**config.mk**
```make
export PLATFORM = sky130hd
export DESIGN_NAME = spi_master_arbiter
export DESIGN_NICKNAME = d
export VERILOG_FILES = /design/src/rtl/spi_master_arbiter.sv
export SDC_FILE = /design/constraint.sdc
export NUM_CORES = 1
export LEC_CHECK = 0
export ABC_AREA = 1
export CAP_MARGIN = 20
export CORE_AREA = 2 2 62 64
export CTS_BUF_LIST = sky130_fd_sc_hd__clkbuf_8
export DETAILED_ROUTE_END_ITERATION = 16
export DIE_AREA = 0 0 64 66
export PLACE_DENSITY = 0.77
export SLEW_MARGIN = 5
export SYNTH_ARGS = -nofsm -noshare
export SYNTH_HDL_FRONTEND = slang
export SYNTH_SLANG_ARGS = --single-unit
```
**constraint.sdc**
```tcl
create_clock -name clk -period 2.04 [get_ports clk]
set_clock_uncertainty 0.15 [all_clocks]
set_input_delay 0.408 -clock clk [delete_from_list [all_inputs] [get_ports clk]]
set_output_delay 0.408 -clock clk [all_outputs]
set_load 0.05 [all_outputs]
```
**src/rtl/spi_master_arbiter.sv**
```systemverilog
// rtl/spi_master_arbiter.sv - two-requester round-robin SPI master, 8-bit LSB-first full-duplex frames
module spi_master_arbiter #(
   parameter int CLK_DIV = 2
) (
   input  logic       clk,
   input  logic       rst,
   input  logic [1:0] req,
   input  logic [7:0] wdata0,
   input  logic [7:0] wdata1,
   output logic [7:0] rdata,
   output logic [1:0] done,
   output logic       gnt_id,
   output logic       busy,
   output logic       scl,
   output logic       cs,
   output logic       mosi,
   input  logic       miso
);
   localparam int PW = (CLK_DIV > 1) ? $clog2(CLK_DIV) : 1;

   typedef enum logic [2:0] {IDLE, SETUP, HIGH, LOW, HOLD, GAP} state_t;

   state_t        state;
   state_t        state_nxt;
   logic [PW-1:0] phase;
   logic          phase_end;
   logic          grant;
   logic          winner;
   logic          last_gnt;
   logic [7:0]    tx;
   logic [7:0]    rx;
   logic [2:0]    bit_idx;

   assign phase_end = (phase == PW'(CLK_DIV - 1));
   // The last GAP cycle is also a grant slot, giving an 18 half-period frame cadence
   assign grant  = (|req) && ((state == IDLE) || ((state == GAP) && phase_end));
   assign winner = (req == 2'b11) ? ~last_gnt : req[1];

   always_ff @(posedge clk or negedge rst) begin
      if (!rst) begin
         state    <= IDLE;
         phase    <= '0;
         tx       <= '0;
         rx       <= '0;
         bit_idx  <= '0;
         mosi     <= 1'b0;
         rdata    <= '0;
         done     <= '0;
         gnt_id   <= 1'b0;
         last_gnt <= 1'b1;
      end else begin
         state <= state_nxt;
         done  <= '0;
         if ((state == IDLE) || phase_end) begin
            phase <= '0;
         end else begin
            phase <= phase + PW'(1);
         end
         if (grant) begin
            tx      <= winner ? wdata1 : wdata0;
            mosi    <= winner ? wdata1[0] : wdata0[0];
            gnt_id  <= winner;
            bit_idx <= '0;
         end
         if ((state == HIGH) && phase_end) begin
            rx[bit_idx] <= miso;
            if (bit_idx != 3'd7) begin
               bit_idx <= bit_idx + 3'd1;
               mosi    <= tx[bit_idx + 3'd1];
            end
         end
         if ((state == HOLD) && phase_end) begin
            rdata        <= rx;
            done[gnt_id] <= 1'b1;
            last_gnt     <= gnt_id;
         end
      end
   end

   always_comb begin
      state_nxt = state;
      case (state)
         IDLE:    if (|req) state_nxt = SETUP;
         SETUP:   if (phase_end) state_nxt = HIGH;
         HIGH:    if (phase_end) state_nxt = (bit_idx == 3'd7) ? HOLD : LOW;
         LOW:     if (phase_end) state_nxt = HIGH;
         HOLD:    if (phase_end) state_nxt = GAP;
         GAP:     if (phase_end) state_nxt = (|req) ? SETUP : IDLE;
         default: state_nxt = IDLE;
      endcase
   end

   always_comb begin
      cs   = 1'b1;
      scl  = 1'b0;
      busy = 1'b1;
      case (state)
         IDLE:              busy = 1'b0;
         SETUP, LOW, HOLD:  cs = 1'b0;
         HIGH: begin
            cs  = 1'b0;
            scl = 1'b1;
         end
         GAP:               busy = 1'b1;
         default:           busy = 1'b0;
      endcase
   end
endmodule

```
## Word level (Yosys, flattened, before mapping)

Index checks and enable logic that the tools add are counted.

- Add/subtract/negate cells: 2
- Reductions and logical operators: 14
- Bitwise logic cells: 1
- Eq/ne operators: 13
- Mux-type cells: 29
- $lt $le $gt $ge: 5

Operators with widths:

| kind | number |
|---|---|
| $mux W3 | 9 |
| $pmux W3 S5 | 1 |
| $mux W1 | 13 |
| $eq A3 B3 Y1 const B | 3 |
| $bwmux W8 | 1 |
| $lt A3 B4 Y1 const B | 2 |
| $mux W8 | 1 |
| $ne A2 B2 Y1 const B | 4 |
| $eq A3 B2 Y1 const B | 2 |
| $logic_and A1 B1 Y1 | 6 |
| $reduce_and A5 Y1 | 1 |
| $reduce_or A5 Y1 | 1 |
| $reduce_or A2 Y1 | 2 |
| $reduce_or A4 Y1 | 1 |
| $add A3 B1 Y3 const B | 1 |
| $bmux W1 S3 | 1 |
| $demux W1 S3 | 1 |
| $eq A3 B1 Y1 const B | 1 |
| $ge A3 B1 Y1 const B | 1 |
| $logic_not A3 Y1 | 1 |
| $ne A3 B3 Y1 const B | 1 |
| $eq A2 B2 Y1 const B | 1 |
| $logic_or A1 B1 Y1 | 2 |
| $lt A1 B2 Y1 const B | 1 |
| 6 further kinds | 6 |

- Output and inout bits: 15
- Register bits after elaboration: 36

## Logic depth before layout (Yosys ltp)

Gate-level depths: netlist of run 1.

- Word-level depth: 7
- Depth in mapped cells: 9

## Least setup slack after synthesis of run 1

OpenSTA, ideal clock, no wires.

- Kind: register -> output
- From: register state[1]
- To: output port cs
- Stages on the path, launching flop included: 6
- Slack: 0.127 ns
- Required time: 1.482 ns
- Arrival time: 1.355 ns
- Path through: dfrtp_1 inv_2 nor2_2 nand2_2 nand2_1 nor2_1

- Word-level cells in the longest chain between the ends: 3
- Elaborated cells between the ends (all ways): 6

RTL lines:

| element | line | source |
|---|---|---|
| from (decl) | 23 | `state_t state;` |
| from (signal assigned) | 52 | `state <= state_nxt;` |
| $eq A3 B2 Y1 (tied with other cells) | 97 | `case (state)` |
| $reduce_or A4 Y1 (no source line) (*) | -- |  |
| $mux W1 (*) | 97 |  |
| to (decl) | 15 | `output logic cs,` |

Mark *: on every way between the ends. The rest lies on a longest branch, timed or not.

## Worst setup path in the final report of run 1

- From: register done[0]
- To: output port done[0]

RTL lines:

| element | line | source |
|---|---|---|
| from (decl) | 11 | `output logic [1:0] done,` |
| from (signal assigned) | 48 | `done <= '0;` |
| from (signal assigned) | 53 | `done <= '0;` |
| from (signal, indexed assignment) | 74 | `done[gnt_id] <= 1'b1;` |

No word-level cell between the ends.

==> metrics.md, run 1 <==
| Metric | Value |
|---|---|
| Status | `finished clean` |
| Required @ worst endpoint | `around 1.5 ns` |
| Post-synthesis sequential area ratio | `0.505` |
| Final Hold Fails | `0` |
| Synth area leaders | `dfrtp_1 49%, nand2_1 14%, nand3_1 5.0%` |
| Crit-path cells | `clkdlybuf4s50_1` |
| Max_slew headroom | `0.675` |
| Die area | `4220 um^2` |
| GRT Overall Usage | `0.181` |
| Htree depth | `2` |
| Final wirelength | `between 3 and 4 mm` |
| Final min period | `1.97 ns` |
| Syn. warnings | `0` |
| Pin count of the biggest net entering global routing | `19` |
| Hold slack | `0.324 ns` |
| IO Count | `36` |
| Area growth, synth to finish | `30.3%` |
| DR WL/cell | `10.4 um` |
| Crit share post-route | `0.963` |
| WS Path Type | `reg -> out` |
| Dpl ws | `0.104 ns` |
| PD cells | `1290 nW/um^2` |
| Core Area | `3550 um^2` |
| Fin nets | `275` |
| Number of buffers created by CTS | `5` |
| EDFF count, synth | `0` |
| Cells after Synth | `208` |
| Die width | `approximately 64 um` |
| Total grt overflow | `0` |
| Clock slew at reported path FFs | `0.07 ns` |
| Fin cells | `about 300` |
| CP bufs+invs | `1` |
| Pins Over Slew Limit | `0` |
| DP Area | `2210 um^2` |
| CTS tree | `done` |
| Ys flop type | `dfrtp_1` |
| Starting DRT DRC Count | `54` |
| Initial antenna violation count | `0` |
| Final setup margin | `0.0749 ns` |
| Critical Path Fanout Max | `1` |
| Biggest area consumer among synthesized cells | `dfrtp_1` |
| PortBufs | `35` |
| Max-Cap Viols | `0` |
| Synth cell types | `28` |
| Clk buf depth | `2` |
| Post-DR vias/cell | `4.75` |
| Final instance area | `2330 um^2` |
| First-pass GRT wire length | `between 5 and 6 mm` |
| Fmax | `509 MHz` |
| # setup viols final | `0` |
| Worst VDD drop | `roughly 0.66 mV` |
| Yosys top cell area share | `0.490` |
| Critical path startpoint category | `flop` |
| Die Ht | `66 um` |
| Via count | `1,431` |
| Most frequent cell after synthesis | `nand2_1` |
| Setup TNS | `0 ns` |
| Syn_nets | `231` |
| Starting density of the core | `0.503` |
| Cell family with most CP delay | `buffers and inverters` |
| Cell count after placement | `292` |
| RSZ-0062 raised after global routing | `false` |
| DRC | `0` |
| CTS Root Cell | `clkbuf_8` |
| Async S/R FF share, synth | `1.00` |
| Rows | `22` |
| Worst min-delay path class | `in -> async` |
| Synth Register Bits | `36` |
| CP max-delay cell | `clkdlybuf4s50_1` |
| Post-DP HPWL | `2.43 mm` |
| Router iterations before antenna repair | `4` |
| Share of cells above drive strength 1 | `0.174` |
| Crit path arrival time | `1.41 ns` |
| Post-synth top cells | `68 x nand2_1, 35 x dfrtp_1, 22 x inv_1` |
| Slew of the pin with the lowest slew margin | `around 0.49 ns` |
| CP endpoint kind | `primary output` |
| Post-CTS Hold Fix Bufs | `0` |
| Synthesized area | `1790 um^2` |
| GP Congestion | `0.854` |
| Mapped Avg Cell Area | `around 8.6 um^2` |
| Worst skew pair latency | `about 0.28 ns` |
| Slowest stage delay, CP | `0.79 ns` |
| Clock sinks | `36` |
| ANT nets after route | `0` |
| Leakage | `1.13 nW` |
| Vias in the first global route | `1,400` |
| N_diodes | `0` |
[power by group]
part | switching [mW] | total [mW] | internal, mW
clock | 0.247 | 0.604 | 0.357
combinational | 0.803 | 1.33 | 0.526
sequential | 0.165 | 1.08 | 0.911
[layout by cell type, fill, tap and decap left out]
cell / Yosys / final
dfrtp_1: 35 / 34
nor2_4: 1 / 1
buf_4: 0 / 17
nor2_8: 2 / 2
o21ai_0: 8 / 8
nand2_4: 1 / 1
inv_1: 22 / 23
dfstp_2: 1 / 1
clkdlybuf4s50_1: 0 / 21
buf_12: 0 / 3
nand3_1: 18 / 18
ha_1: 2 / 2
a21oi_1: 1 / 1
bufinv_16: 0 / 1
or2_1: 1 / 1
nand2_2: 2 / 2
or2_2: 1 / 1
nand4_1: 1 / 1
mux2_1: 6 / 6
nand3b_1: 1 / 1
nor2_2: 1 / 1
mux2_2: 2 / 2
clkbuf_8: 0 / 5
o21ai_1: 11 / 11
clkinv_2: 0 / 1
nand2_1: 68 / 68
inv_4: 1 / 1
inv_2: 2 / 2
o211ai_1: 6 / 6
nor2_1: 8 / 8
dfrtp_2: 0 / 1
nand3_2: 2 / 2
[area by class of cell]
| class | instances | area, um^2 |
|---|---|---|
| fillers | 279 | 1220 |
| flip-flops and latches | 36 | 903 |
| multi-input cells | 143 | 763 |
| repair buffers | 41 | 398 |
| inverters | 25 | 96.3 |
| clock buffers | 5 | 68.8 |
| well taps | 48 | 60.1 |
| clock inverters | 3 | 38.8 |
[cells by family after synthesis]
| kind of cell | synth area share |
|---|---|
| adder cells (fa/ha/maj) | 0.0140 |
| buffers and inverters | 0.0679 |
| AO/OA/AOI/OAI | 0.0812 |
| AND/OR/NAND/NOR | 0.282 |
| flip-flops | 0.505 |
| multiplexers | 0.0504 |
[what timing repair did]
action | CTS | global route
setup endpoints to repair | 0 | 1
setup buffers | 0 | 1
resized for setup | 0 | 1
[flip-flops by register name (all words and copies together), names as in the netlist]
name and flops:
done 2, phase 1, rx 8, last_gnt 1, state 3, bit_idx 3
mosi 1, rdata 8, gnt_id 1, tx 8
[path summary, 6_finish.rpt]
path / from / end / slack [ns] / cells after the start
hold / removal: rst / last_gnt / 0.32 / 1
max in group asynchronous: rst / state[0] / 1.15 / 2
setup / recovery: done[0] / done[0] / 0.07 / 1
setup reg to reg: bit_idx[1] / mosi / 0.46 / 8
min in group clk: tx[3] / tx[3] / 0.33 / 2
hold reg to reg: tx[3] / tx[3] / 0.33 / 2
[per-layer routing]
| layer | vias up | wire length, um | global-route usage |
|---|---|---|---|
| met2 | 30 | 1520 | 0.306 |
| met3 | 6 | 135 | 0.0460 |
| met5 | - | 0 | 0 |
| met4 | 0 | 55 | 0.0707 |
| li1 | 754 | - | - |
| met1 | 641 | 1410 | 0.221 |
[through the flow]
| stage | power (mW) | utilization |
|---|---|---|
| floorplan | 1.98 | - |
| global placement | 2.40 | 0.623 |
| detailed placement | 2.42 | 0.623 |
| CTS | 3.03 | 0.653 |
| global route | 3.25 | 0.656 |
| finish | 3.01 | 0.656 |
(Power assumes the default switching activity.)
==> run 2: changes to the inputs <==
--- a/config.mk
+++ b/config.mk
@@ -7,11 +7,11 @@
 export LEC_CHECK = 0
 export ABC_AREA = 1
 export CAP_MARGIN = 20
-export CORE_AREA = 2 2 62 64
+export CORE_AREA = 2 2 45 88
 export CTS_BUF_LIST = sky130_fd_sc_hd__clkbuf_8
 export DETAILED_ROUTE_END_ITERATION = 16
-export DIE_AREA = 0 0 64 66
-export PLACE_DENSITY = 0.77
+export DIE_AREA = 0 0 47 90
+export PLACE_DENSITY = 0.76
 export SLEW_MARGIN = 5
 export SYNTH_ARGS = -nofsm -noshare
 export SYNTH_HDL_FRONTEND = slang
==> run 2 against run 1 <==
  * Cell count unchanged
  * Setup slack gained 0.037 ns
  * Hold slack lost 0.085 ns
  * Count of clock-buffer cells in the layout unchanged
  * Via count increased by 3.6%
  * Non-clock buffer count fell by 1
  * Fmax grew 1.9%
  * First-iteration DRC count fell by 56%
  * Design area grew 0.16%
  * Sequential share of layout area about the same
  * Largest power group unchanged
==> metrics.md, run 2 (same netlist as run 1, synthesis figures left out) <==
| Metric | Value |
|---|---|
| Final core utilization | `0.654 (was 0.656)` |
| WS Path Type | `reg -> out (unchanged)` |
| Reg power frac | `0.353 (was 0.357)` |
| Worst reg2reg setup slack | `0.44 ns (was 0.46 ns)` |
| Combinational power share | `0.445 (was 0.442)` |
| CTS Root Cell | `clkbuf_8 (unchanged)` |
| Dpl ws | `0.106 ns (was 0.104 ns)` |
| GP Congestion | `0.931 (was 0.854)` |
| First-pass GRT wire length | `5.80 mm (was 5.94 mm)` |
| Post-DP HPWL | `2.67 mm (was 2.43 mm)` |
| CTS tree | `done (unchanged)` |
| Critical Path Most Common Cell | `nor2_2` |
| Crit share post-route | `0.945 (was 0.963)` |
| Worst skew pair latency | `0.29 ns (was 0.28 ns)` |
| Status | `finished clean (unchanged)` |
| Fmax | `519 MHz (was 509 MHz)` |
| Share of cells above drive strength 1 | `0.183 (was 0.174)` |
| Worst min-delay path class | `in -> async (unchanged)` |
| Via count | `1,483 (was 1,431)` |
| Die Ht | `90 um (was 66 um)` |
| Critical path startpoint category | `flop (unchanged)` |
| Crit-path cells | `inv_2, nor2_2, nand2_2, nand2_1, nor2_2, buf_12 (was clkdlybuf4s50_1)` |
| Pins Over Slew Limit | `0 (unchanged)` |
| RR Startpoint | `state[0] (was bit_idx[1])` |
| DP Area | `2210 um^2 (about the same)` |
| Most frequent cells in the layout | `68 x nand2_1, 33 x dfrtp_1, 22 x inv_1 (was 68 x nand2_1, 34 x dfrtp_1, 23 x inv_1)` |
| ANT nets after route | `0 (unchanged)` |
| Switching Share | `0.410 (was 0.404)` |
| Starting density of the core | `0.501 (was 0.503)` |
| Area growth, synth to finish | `30.5% (was 30.3%)` |
| PD cells | `1310 nW/um^2 (was 1290 nW/um^2)` |
| Die width | `47 um (was 64 um)` |
| Final instance area | `2330 um^2 (about the same)` |
| Starting DRT DRC Count | `24 (was 54)` |
| GRT Overall Usage | `0.184 (was 0.181)` |
| # Post-CTS Setup Buffers | `0 (unchanged)` |
| Final min period | `1.93 ns (was 1.97 ns)` |
| Max-Cap Viols | `0 (unchanged)` |
| Clock network fraction of design power | `0.202 (was 0.201)` |
| Slew of the pin with the lowest slew margin | `0.497 ns (was 0.486 ns)` |
| Worst VDD drop | `0.881 mV (was 0.658 mV)` |
| Number of buffers created by CTS | `5 (unchanged)` |
| CP max-delay cell | `dfrtp_1 (was clkdlybuf4s50_1)` |
| Htree depth | `2 (unchanged)` |
| IO Count | `36 (unchanged)` |
| N_diodes | `0 (unchanged)` |
| Tot Pwr | `3.06 mW (was 3.01 mW)` |
| Critical Path Fanout Max | `4 (was 1)` |
| CP endpoint kind | `primary output (unchanged)` |
| RSZ-0062 raised after global routing | `false (unchanged)` |
| Final wirelength | `3.41 mm (was 3.12 mm)` |
| Clock slew at reported path FFs | `0.07 ns (about the same)` |
| Initial antenna violation count | `0 (unchanged)` |
| Leakage | `1.12 nW (was 1.13 nW)` |
| Final Hold Fails | `0 (unchanged)` |
| Vias in the first global route | `1,396 (was 1,400)` |
| Top Registers | `rdata x8, rx x8, tx x8 (unchanged)` |
| Fin nets | `274 (was 275)` |
| PortBufs | `35 (unchanged)` |
| # setup viols final | `0 (unchanged)` |
| NetSw | `1.25 mW (was 1.21 mW)` |
| Post-DR vias/cell | `4.93 (was 4.75)` |
| DRC | `0 (unchanged)` |
| Core Area | `3570 um^2 (was 3550 um^2)` |
| Crit Reg-Reg Endpoint | `rdata[0] (was mosi)` |
| Required @ worst endpoint | `1.48 ns (about the same)` |
| Total grt overflow | `0 (unchanged)` |
| Final setup margin | `0.112 ns (was 0.0749 ns)` |
| Post-CTS Hold Fix Bufs | `0 (unchanged)` |
| Crit path arrival time | `1.37 ns (was 1.41 ns)` |
| Clk buf depth | `2 (unchanged)` |
| PostCTS Resize Cnt | `0 (unchanged)` |
| Most common cell after layout, fill and taps aside | `nand2_1 (unchanged)` |
| Internal | `1.80 mW (was 1.79 mW)` |
| Clock sinks | `36 (unchanged)` |
| DR WL/cell | `11.3 um (was 10.4 um)` |
| Pin count of the biggest net entering global routing | `16 (was 19)` |
| CP bufs+invs | `2 (was 1)` |
| Cell family with most CP delay | `flip-flops (was buffers and inverters)` |
| R2R depth | `3 (was 8)` |
| Rows | `31 (was 22)` |
| Setup TNS | `0 ns (unchanged)` |
| Router iterations before antenna repair | `4 (unchanged)` |
| Slowest stage delay, CP | `0.45 ns (was 0.79 ns)` |
| Die area | `4230 um^2 (was 4220 um^2)` |
| Max_slew headroom | `0.668 (was 0.675)` |
==> run 2: cell type report <==
class / instances / area [um^2]
Inverter: 25 / 96.3
Timing Repair Buffer: 40 / 393
Fill cell: 331 / 1240
Clock inverter: 3 / 42.5
Multi-Input combinational cell: 143 / 766
Clock buffer: 5 / 68.8
Sequential cell: 36 / 905
Tap cell: 49 / 61.3
==> run 2: how the worst max path moves through the flow <==
stage	start	to	slack [ns]	cells past startpoint
finish	state[1]	cs	0.11	6
detailed placement	req[1]	state[2]	0.11	5
global route	state[1]	busy	0.01	4
CTS	state[1]	cs	0.03	5
floorplan	state[1]	cs	0.13	5
global placement	req[1]	state[2]	0.13	5
==> run 2: metal layers <==
layer | up-vias | global-route usage | routed length (um)
li1 | 754 | - | -
met1 | 687 | 0.186 | 1220
met2 | 30 | 0.322 | 1980
met3 | 12 | 0.0301 | 89
met4 | 0 | 0.104 | 124
met5 | - | 0 | 0
==> run 2: power groups by stage <==
stage / Combinational [mW] / Clock [mW] / Sequential [mW]
final: 1.36 / 0.617 / 1.08
after global placement: 1.33 / 0 / 1.08
after floorplan: 0.868 / 0 / 1.12
after detailed placement: 1.35 / 0 / 1.09
after global routing: 1.52 / 0.655 / 1.11
after CTS: 1.37 / 0.624 / 1.08
==> run 2: per-stage QoR <==
step / std cells / hold slack (ns)
5_1_grt: 301 / 0.259
4_1_cts: 301 / 0.251
3_3_place_gp: 293 / 0.313
6_report: 301 / 0.239
3_5_place_dp: 293 / 0.316
2_1_floorplan: 208 / -0.0376
==> run 2: worst register-to-register path: cells and delay by family (launching register included) <==
| family | cells | cell delay (ns) |
|---|---|---|
| flops | 1 | 0.47 |
| mux | 1 | 0.41 |
| simple gates | 2 | 0.45 |
